File: src/rtl/romulus_pkg.sv
// Shared constants and the packer state type for the Romulus-N message front end.
package romulus_pkg;

    localparam int DEF_BLK_SIZE  = 128;
    localparam int DEF_W         = 32;
    localparam int BLK_BYTES     = DEF_BLK_SIZE / 8;
    localparam int NB_W          = $clog2(BLK_BYTES) + 1;
    localparam int WORDS_PER_BLK = DEF_BLK_SIZE / DEF_W;

    typedef enum logic [1:0] {
        FILL     = 2'd0,
        EMIT     = 2'd1,
        EMIT_PAD = 2'd2
    } state_t;

endpackage

File: src/rtl/blk_pad.sv
// Combinational Romulus block padder: keeps the first i_total message bytes,
// zeroes the rest and, on a short final block, writes the length into the last byte.
module blk_pad
    import romulus_pkg::*;
#(
    parameter int BLK_SIZE = DEF_BLK_SIZE,
    parameter int NB_W_P   = $clog2(BLK_SIZE / 8) + 1
) (
    input  logic [BLK_SIZE-1:0] i_raw,
    input  logic [NB_W_P-1:0]   i_total,
    input  logic                i_last,
    output logic [BLK_SIZE-1:0] o_blk
);

    localparam int BYTES = BLK_SIZE / 8;

    // Byte mask plus length byte; byte 0 sits in the most significant position.
    always_comb begin
        o_blk = '0;
        for (int k = 0; k < BYTES; k++) begin
            if (k < int'(i_total)) begin
                o_blk[BLK_SIZE-1-8*k -: 8] = i_raw[BLK_SIZE-1-8*k -: 8];
            end
        end
        if (i_last && (int'(i_total) < BYTES)) begin
            o_blk[7:0] = 8'(i_total);
        end
    end

endmodule

File: src/rtl/msg_block_packer.sv
// Packs a W-bit message word stream into BLK_SIZE-bit blocks for the Romulus-N
// plaintext interface, adding the trailing empty padded block when a message
// ends exactly on a block boundary.
module msg_block_packer
    import romulus_pkg::*;
#(
    parameter int BLK_SIZE = DEF_BLK_SIZE,
    parameter int W        = DEF_W
) (
    input  logic                          clk,
    input  logic                          rst,
    input  logic [W-1:0]                  in_data,
    input  logic [$clog2(W/8):0]          in_nbytes,
    input  logic                          in_last,
    input  logic                          in_valid,
    output logic                          in_ready,
    output logic [BLK_SIZE-1:0]           blk_data,
    output logic [$clog2(BLK_SIZE/8):0]   blk_nbytes,
    output logic                          blk_last,
    output logic                          blk_valid,
    input  logic                          blk_ready
);

    localparam int BB    = BLK_SIZE / 8;
    localparam int NBW   = $clog2(BB) + 1;
    localparam int WPB   = BLK_SIZE / W;
    localparam int WB    = W / 8;
    localparam int CNT_W = (WPB > 1) ? $clog2(WPB) : 1;

    state_t              r_state;
    state_t              w_next;
    logic [CNT_W-1:0]    r_word_cnt;
    logic [BLK_SIZE-1:0] r_raw;
    logic [NBW-1:0]      r_nbytes;
    logic                r_last;
    logic                r_pad_pending;

    logic [W-1:0]        w_word;
    logic [NBW-1:0]      w_total;
    logic                w_accept;
    logic                w_cnt_full;

    assign in_ready   = (r_state == FILL);
    assign blk_valid  = (r_state != FILL);
    assign w_accept   = in_valid && (r_state == FILL);
    assign w_cnt_full = (r_word_cnt == CNT_W'(WPB - 1));
    assign w_total    = NBW'(int'(r_word_cnt) * WB + int'(in_nbytes));
    assign blk_nbytes = r_nbytes;
    assign blk_last   = r_last;

    // Drop bytes beyond in_nbytes so a short last word never leaks stale data.
    always_comb begin
        w_word = '0;
        for (int b = 0; b < WB; b++) begin
            if (b < int'(in_nbytes)) begin
                w_word[W-1-8*b -: 8] = in_data[W-1-8*b -: 8];
            end
        end
    end

    // State register.
    always_ff @(posedge clk or negedge rst) begin
        if (!rst) begin
            r_state <= FILL;
        end else begin
            r_state <= w_next;
        end
    end

    // Next-state decode: fill until a block completes, then hold it until consumed.
    always_comb begin
        w_next = r_state;
        unique case (r_state)
            FILL: begin
                if (in_valid && (in_last || w_cnt_full)) begin
                    w_next = EMIT;
                end
            end
            EMIT: begin
                if (blk_ready) begin
                    w_next = r_pad_pending ? EMIT_PAD : FILL;
                end
            end
            EMIT_PAD: begin
                if (blk_ready) begin
                    w_next = FILL;
                end
            end
            default: w_next = FILL;
        endcase
    end

    // Block assembly, word slot counter and the per-block length/last bookkeeping.
    always_ff @(posedge clk or negedge rst) begin
        if (!rst) begin
            r_word_cnt    <= '0;
            r_raw         <= '0;
            r_nbytes      <= '0;
            r_last        <= 1'b0;
            r_pad_pending <= 1'b0;
        end else begin
            if (w_accept) begin
                r_raw[(WPB-1-int'(r_word_cnt))*W +: W] <= w_word;
                if (!in_last) begin
                    if (w_cnt_full) begin
                        r_word_cnt <= '0;
                        r_nbytes   <= NBW'(BB);
                        r_last     <= 1'b0;
                    end else begin
                        r_word_cnt <= r_word_cnt + CNT_W'(1);
                    end
                end else begin
                    r_word_cnt <= '0;
                    if (w_total < NBW'(BB)) begin
                        r_nbytes <= w_total;
                        r_last   <= 1'b1;
                    end else begin
                        r_nbytes      <= NBW'(BB);
                        r_last        <= 1'b0;
                        r_pad_pending <= 1'b1;
                    end
                end
            end else if ((r_state == EMIT) && blk_ready) begin
                r_raw      <= '0;
                r_nbytes   <= '0;
                r_word_cnt <= '0;
                r_last     <= r_pad_pending;
            end else if ((r_state == EMIT_PAD) && blk_ready) begin
                r_pad_pending <= 1'b0;
                r_last        <= 1'b0;
                r_nbytes      <= '0;
            end
        end
    end

    // Output block: raw contents masked to the byte count, with the length byte on a short last block.
    blk_pad #(
        .BLK_SIZE (BLK_SIZE),
        .NB_W_P   (NBW)
    ) u_blk_pad (
        .i_raw   (r_raw),
        .i_total (r_nbytes),
        .i_last  (r_last),
        .o_blk   (blk_data)
    );

endmodule
File: config.mk
export PLATFORM = sky130hd
export DESIGN_NAME = msg_block_packer
export DESIGN_NICKNAME = d
export VERILOG_FILES = /design/src/rtl/romulus_pkg.sv /design/src/rtl/blk_pad.sv /design/src/rtl/msg_block_packer.sv
export SDC_FILE = /design/constraint.sdc
export NUM_CORES = 1
export LEC_CHECK = 0
export CORE_MARGIN = 5
export CORE_UTILIZATION = 48
export DETAILED_ROUTE_END_ITERATION = 8
export GPL_TIMING_DRIVEN = 0
export MAX_ROUTING_LAYER = met4
export PLACE_DENSITY = 0.79
export SYNTH_ARGS = -nofsm -noshare
export SYNTH_HDL_FRONTEND = slang
export SYNTH_SLANG_ARGS = --single-unit
File: constraint.sdc
create_clock -name clk -period 2.59 [get_ports clk]
set_clock_uncertainty 0.2 [all_clocks]
set_input_delay 0.518 -clock clk [delete_from_list [all_inputs] [get_ports clk]]
set_output_delay 0.518 -clock clk [all_outputs]
set_load 0.01 [all_outputs]
=== Word-level counts from Yosys, hierarchy flattened ===
Cells that the tools add are included.

* Output and inout bits: 136
* Logic and storage cells: 107
* Bits in registers: 139
* Input bits: 40

* Add/subtract/negate cells: 4
* Muxes and demuxes: 49
* $lt $le $gt $ge: 22
* Shifts and indexed selects: 2
* Equality and inequality tests: 10
* Reductions and logical operators: 14

{| class="wikitable"
|+ Operators by type and width
! kind !! number
|-
| 128-bit two-way mux || 2
|-
| 8-bit two-way mux || 21
|-
| 128-bit bitwise mux || 1
|-
| 32-bit by 33-bit variable shift with 128-bit output (first input constant) || 1
|-
| 32-bit by 33-bit indexed part select with 128-bit output || 1
|-
| 4-bit by 5-bit less-than comparator with 1-bit output (first input constant) || 8
|-
| 8-bit negation with 33-bit output || 1
|-
| 5-bit two-way mux || 6
|-
| 3-bit by 5-bit less-than comparator with 1-bit output (first input constant) || 4
|-
| 2-bit two-way mux || 8
|-
| 1-bit by 5-bit less-than comparator with 1-bit output (first input constant) || 2
|-
| 2-bit by 5-bit less-than comparator with 1-bit output (first input constant) || 2
|-
| 5-bit less-than comparator (second input constant) || 2
|-
| 1-bit two-way mux || 10
|-
| 2-bit inequality test (second input constant) || 5
|-
| 1-bit by 3-bit less-than comparator with 1-bit output (first input constant) || 2
|-
| 2-bit by 3-bit less-than comparator with 1-bit output (first input constant) || 2
|-
| 2-bit case mux with 3 select lines || 1
|-
| 2-bit nonzero test || 3
|-
| 4-bit by 3-bit adder with 5-bit output || 1
|-
| 1-bit logical AND || 5
|-
| 2-bit == test (second input constant) || 2
|-
| 4-bit AND reduction || 1
|-
| 3-bit by 2-bit inequality test with 1-bit output (second input constant) || 1
|-
| other kinds (9) || 9
|}

=== Depth between registers and ports, before layout ===
* Depth in word-level cells: 5
* Gate-level depth with buffers: 7
* Depth with buffers taken out: 5

=== Hierarchy ===
A second synthesis with hierarchy kept.

* Cell total of the unflattened synthesis: 554
* Area, all modules: 6470.0 um^2

{| class="wikitable"
|+ By module, submodules not included
! module !! cells an instance !! instances !! seq. area each (um^2) !! area each (um^2)
|-
| msg_block_packer || 390 || 1 || 3478.3 || 5397.7
|-
| blk_pad || 164 || 1 || 0.0 || 1072.3
|}

=== Least setup slack after synthesis ===
Ideal clock, no wire load.

* Path kind: reg2out
* From: reg r_nbytes[3] (netlist: blk_nbytes[3])
* To: out blk_data[104]
* Path slack: 212 ps
* Path buffers: 0
* Arrival: 1660 ps
* Cell stages (with the launch flop): 4
* Data required time: 1872 ps
* Path through: dfrtp_1 -> nor3_1 -> a21boi_0 -> and2b_1

* Word-level cells in the longest chain between the ends: 2

{| class="wikitable"
|+ RTL lines
! item !! RTL line !! RTL
|-
| from (decl) || msg_block_packer.sv:34 || <nowiki>logic [NBW-1:0] r_nbytes;</nowiki>
|-
| from (signal assigned) || msg_block_packer.sv:107 || <nowiki>r_nbytes <= NBW'(BB);</nowiki>
|-
| from (signal assigned) || msg_block_packer.sv:115 || <nowiki>r_nbytes <= w_total;</nowiki>
|-
| from (signal assigned) || msg_block_packer.sv:118 || <nowiki>r_nbytes <= NBW'(BB);</nowiki>
|-
| 2-bit by 5-bit less-than comparator with 1-bit output || blk_pad.sv:21 || <nowiki>if (k < int'(i_total)) begin</nowiki>
|-
| 8-bit two-way mux || blk_pad.sv:21 ||
|-
| to (decl) || msg_block_packer.sv:17 || <nowiki>output logic [BLK_SIZE-1:0] blk_data,</nowiki>
|}

Every way passes these cells.

=== Worst setup path after layout ===
* From: reg r_nbytes[1] (netlist: blk_nbytes[1])
* To: out blk_data[26]

* Word-level cells in the longest chain between the ends: 2

{| class="wikitable"
|+ RTL lines
! item !! RTL line
|-
| 4-bit by 5-bit less-than comparator with 1-bit output || blk_pad.sv:21
|-
| 8-bit two-way mux || blk_pad.sv:21
|}

Every way passes these cells.

==> results <==
- The category of the worst setup path launch point is a flop.
- The checks that failed: setup timing.
- The worst pin sits at a relative slew slack of 46.3%.
- The number of nets produced by synthesis is 587.
- Across the run, the number of max-cap violations was 0.
- The primary flip-flop cell chosen by synthesis mapping is dfrtp_1.
- The highest-delay cell along the critical path is dfrtp_2.
- STA classifies the critical path endpoint as an output port.
- In the final layout, the share of cells above drive strength 1 is 31.9%.
- The relative area change from synthesis to final layout is 53.4%.
- The number of failing setup endpoints in the final timing report is 52.
- The flow ran to the end, but the final reports show violations.
- TritonCTS built the clock tree.
- The internal power of the cells totals 0.00536 W.
- The core box area is 13100 sq um.
- For the pin with the worst max-slew slack, the measured transition is 0.799 ns.
- Clock latency on the worst-skew pair, taken at its later pin, is 0.42 ns.
- The number of buffers inserted during clock tree synthesis is 17.
- The final HPWL from detailed placement is 14200 microns.
- The maximum achievable frequency is 0.372 GHz.
- The async set-reset flop share out of synthesis is 100%.
- The worst path arrival time is 1.97 ns.
- The post-route clock period utilization is 104%.
- The largest vdd supply drop is 0.440 mV.
- In this run the cell area of the synthesized design comes to 6340 sq um.
- The required time at the worst-slack endpoint is 1.87 ns.
- In this run the cell area measured after placement is 8330 sq um.
- The worst hold path terminates at r_raw[38]$_DFFE_PN0P_.
- In this run, synthesis inferred 0 flip-flops with an integrated enable.
- The worst register-to-register path has a depth of 7.
- The combined area of the multi-input logic cells is 2960 sq um.
- The remaining number of nets flagged by the antenna check after routing is 0.
- After filler insertion, the fill cell instance count of the layout stands at 838.
- The clock tree synthesis step divided the H-tree into 4 levels.
- The worst hold path belongs to the class flop to flop.
- The initial antenna violation count was 0.
- The start point of the worst min-delay path is r_raw[38]$_DFFE_PN0P_.
- The worst register-to-register path begins at r_word_cnt[0]$_DFFE_PN0P_.
- The switching part of the total is 32.7%.
- The detailed router finished its first iteration with 600 violations.
- The critical path goes through buf_4 > or2_4 > a31oi_4 > buf_4 > buf_6 > nor2b_1 > buf_2.
- The most numerous cell type found on the critical path is buf_4.
- In the routed layout, each cell is associated on average with a via count of 6.00.
- Along the worst hold path, the cell count comes to 1.
- In this run, synthesis produced a sequential element count of 139.
- Setup slack on the worst reg-to-reg path comes out at 0.09 ns.
- The pre-antenna-repair detailed-routing pass consisted of 5 iterations.
- The average wire length per cell after detail routing is 23.0 microns.
- The count of unresolved DRC violations after routing is 0.
- The full die area is 15600 sq um.
- The number of warning messages in the yosys log is 0.
- The global-route total usage across every layer is 29.1%.
- Subtracting the final worst setup slack from the clock period gives 2.69 ns.
- The count of pins on the block boundary is 176.
- A synthesized cell averages 11.7 sq um.
- The endpoint of the lowest-slack register-to-register path is r_raw[113]$_DFFE_PN0P_.
- The number of instances in the synthesized netlist is 541.
- In this run, distinct cell masters in the synthesized netlist total 45.
- The initialized floorplan defines 42 standard-cell rows.
- The starting density of the core is 48.4%.
- The total clock sinks is 139.
- The clock-pin slew of the registers on the worst-case setup and hold paths is 0.06 ns.
- The total negative setup slack is -1.84 ns.
- The count of antenna diodes in the layout is 0.
- The kind of critical path is flop to output port.
- For this design the static power due to leakage is 4.64 nW.
- The largest net degree at the start of global routing is 102.
- The final count of hold timing violations was 0.
- Per report_power, the combinational group accounts for 36.2% of the total.
- In this run the clock root is driven by a clkbuf_16.
- Measured along the y axis, the die boundary spans 125 microns.
- The number of nets in the final layout is 861.
- Across the whole layout, storage elements account for 3480 sq um.
- Summing all non-filler instances in the final layout gives an area of 9720 sq um.
- Summed over all layers, the global routing overflow is 0.
- In this run the power spent charging and discharging nets is 0.00261 W.
- In the post-route analysis, the smallest setup slack over all paths is -0.0997 ns.
- The count of input and output buffers is 174.
- For this block, the routed nets add up to 23100 microns of wire.
- The library cells used most frequently in the layout, excluding fill and tap cells, are dfrtp_1 (134), nor2b_1 (88), a22o_1 (68).
- The final number of max-transition violations came to 0.
- The wire length of the first global-routing pass is 34500 microns.
- At the end of routability-driven placement, the weighted congestion stood at 0.909.
- The library cell used most frequently in the layout, excluding fill and tap cells, is dfrtp_1.
- The final route contains 6023 vias.
- The largest stage delay on the critical path is 0.48 ns.
- The share of total power in sequential cells is 33.6%.
- Summing the sequential cell areas from Yosys gives 54.9% of the chip area.
- The maximum fanout count along the critical path is 5.
- For this design the ratio of total power to cell area is 820 nW/um^2.
- Measured along the x axis, the die boundary spans 125 microns.
- In this run the deepest clock path goes through 2 buffers.
- The via count of the first global-routing pass was 6164.
- The power share of the clock group is 30.2%.
- Setup repair after global routing could not meet its margin everywhere.
power by group through the flow:
stage          combinational, W  sequential [W]  clock [W]
6_report                0.00289         0.00268    0.00241
5_1_grt                 0.00304         0.00270    0.00253
4_1_cts                 0.00252         0.00265    0.00241
3_5_place_dp            0.00183         0.00267          0
3_3_place_gp            0.00178         0.00266          0
2_1_floorplan           0.00102         0.00263          0
logic make-up after synthesis:
family,after synthesis,share of synthesized area [%]
fa+ha+maj,6,1.18
simple gates,193,19.1
mux,1,0.158
buf+inv,39,3.00
flops,139,54.9
compound gates,163,21.7
state kept, by name, indices dropped and copies added, names as in the netlist:
register and cells:
r_state 2, blk_nbytes 5, r_raw 128, r_pad_pending 1
blk_last 1, r_word_cnt 2
layer usage:
layer	wire (microns)	track usage, %
met4	996	14.6
met5	0	-
met2	11500	46.4
met3	1400	5.27
met1	9230	35.8
metrics by stage:
step	power [W]	setup slack [ns]	hold slack (ns)	util, %	instances
after floorplan	0.00364	0.212	0.0224	-	541
after global placement	0.00444	-4.35	0.263	63.4	891
after detailed placement	0.00450	-0.992	0.248	63.6	892
after CTS	0.00757	-0.169	0.284	73.2	987
after global routing	0.00827	-0.138	0.292	74.3	1004
final	0.00797	-0.0997	0.282	74.3	1004
cell usage after synthesis, drive strengths merged (2+ instances only):
cell / instances / share of area, %
dfrtp: 139 / 55
nor2b: 103 / 10
a22o: 68 / 9.4
o2bb2ai: 64 / 8.8
clkbuf: 23 / 1.4
nand2: 20 / 1.2
and2: 12 / 1.2
and2b: 12 / 1.4
buf: 11 / 1.3
nor3: 10 / 1.3
a31oi: 8 / 0.79
and3: 6 / 0.59
ha: 6 / 1.2
or2: 6 / 0.59
a21oi: 5 / 0.39
inv: 5 / 0.30
nand3: 5 / 0.39
a221o: 3 / 0.47
nand2b: 3 / 0.30
nor2: 3 / 0.18
o2111ai: 3 / 0.41
o31ai: 3 / 0.36
nand4b: 2 / 0.28
nand4bb: 2 / 0.36
nor3b: 2 / 0.24
o21ai: 2 / 0.16
worst max-delay path: cells and delay by family, from the launching register on:
family,cells,cell delay [ns]
buffers and inverters,4,0.56
flip-flops,1,0.48
AND/OR/NAND/NOR,2,0.28
AO/OA/AOI/OAI,1,0.23
worst max-delay path by stage:
stage	startpoint	endpoint	slack (ns)
2_1_floorplan	blk_nbytes[3]$_DFFE_PN0P_	blk_data[104]	0.21
3_3_place_gp	rst	r_raw[108]$_DFFE_PN0P_	-4.35
3_5_place_dp	blk_nbytes[3]$_DFFE_PN0P_	blk_data[104]	-0.99
4_1_cts	blk_nbytes[1]$_DFFE_PN0P_	blk_data[125]	-0.17
5_1_grt	blk_nbytes[1]$_DFFE_PN0P_	blk_data[31]	-0.14
6_report	blk_nbytes[1]$_DFFE_PN0P_	blk_data[26]	-0.1
timing repair:
item                                    CTS  global route
gates resized for setup                 296           192
endpoints found under the setup margin  137           156
setup buffers                            62            20
hold endpoints to repair                 38             0
hold buffers                              1             0
pin swaps                                14            13
final cells by class:
| type | count | area share (%) |
|---|---|---|
| Buffer | 33 | 2.90 |
| Clock buffer | 19 | 4.56 |
| Clock inverter | 13 | 1.43 |
| Inverter | 5 | 0.193 |
| Multi-Input combinational cell | 363 | 30.4 |
| Sequential cell | 139 | 35.9 |
| Tap cell | 176 | 2.27 |
| Timing Repair Buffer | 256 | 22.4 |
Power figures use the tool's default switching activity.
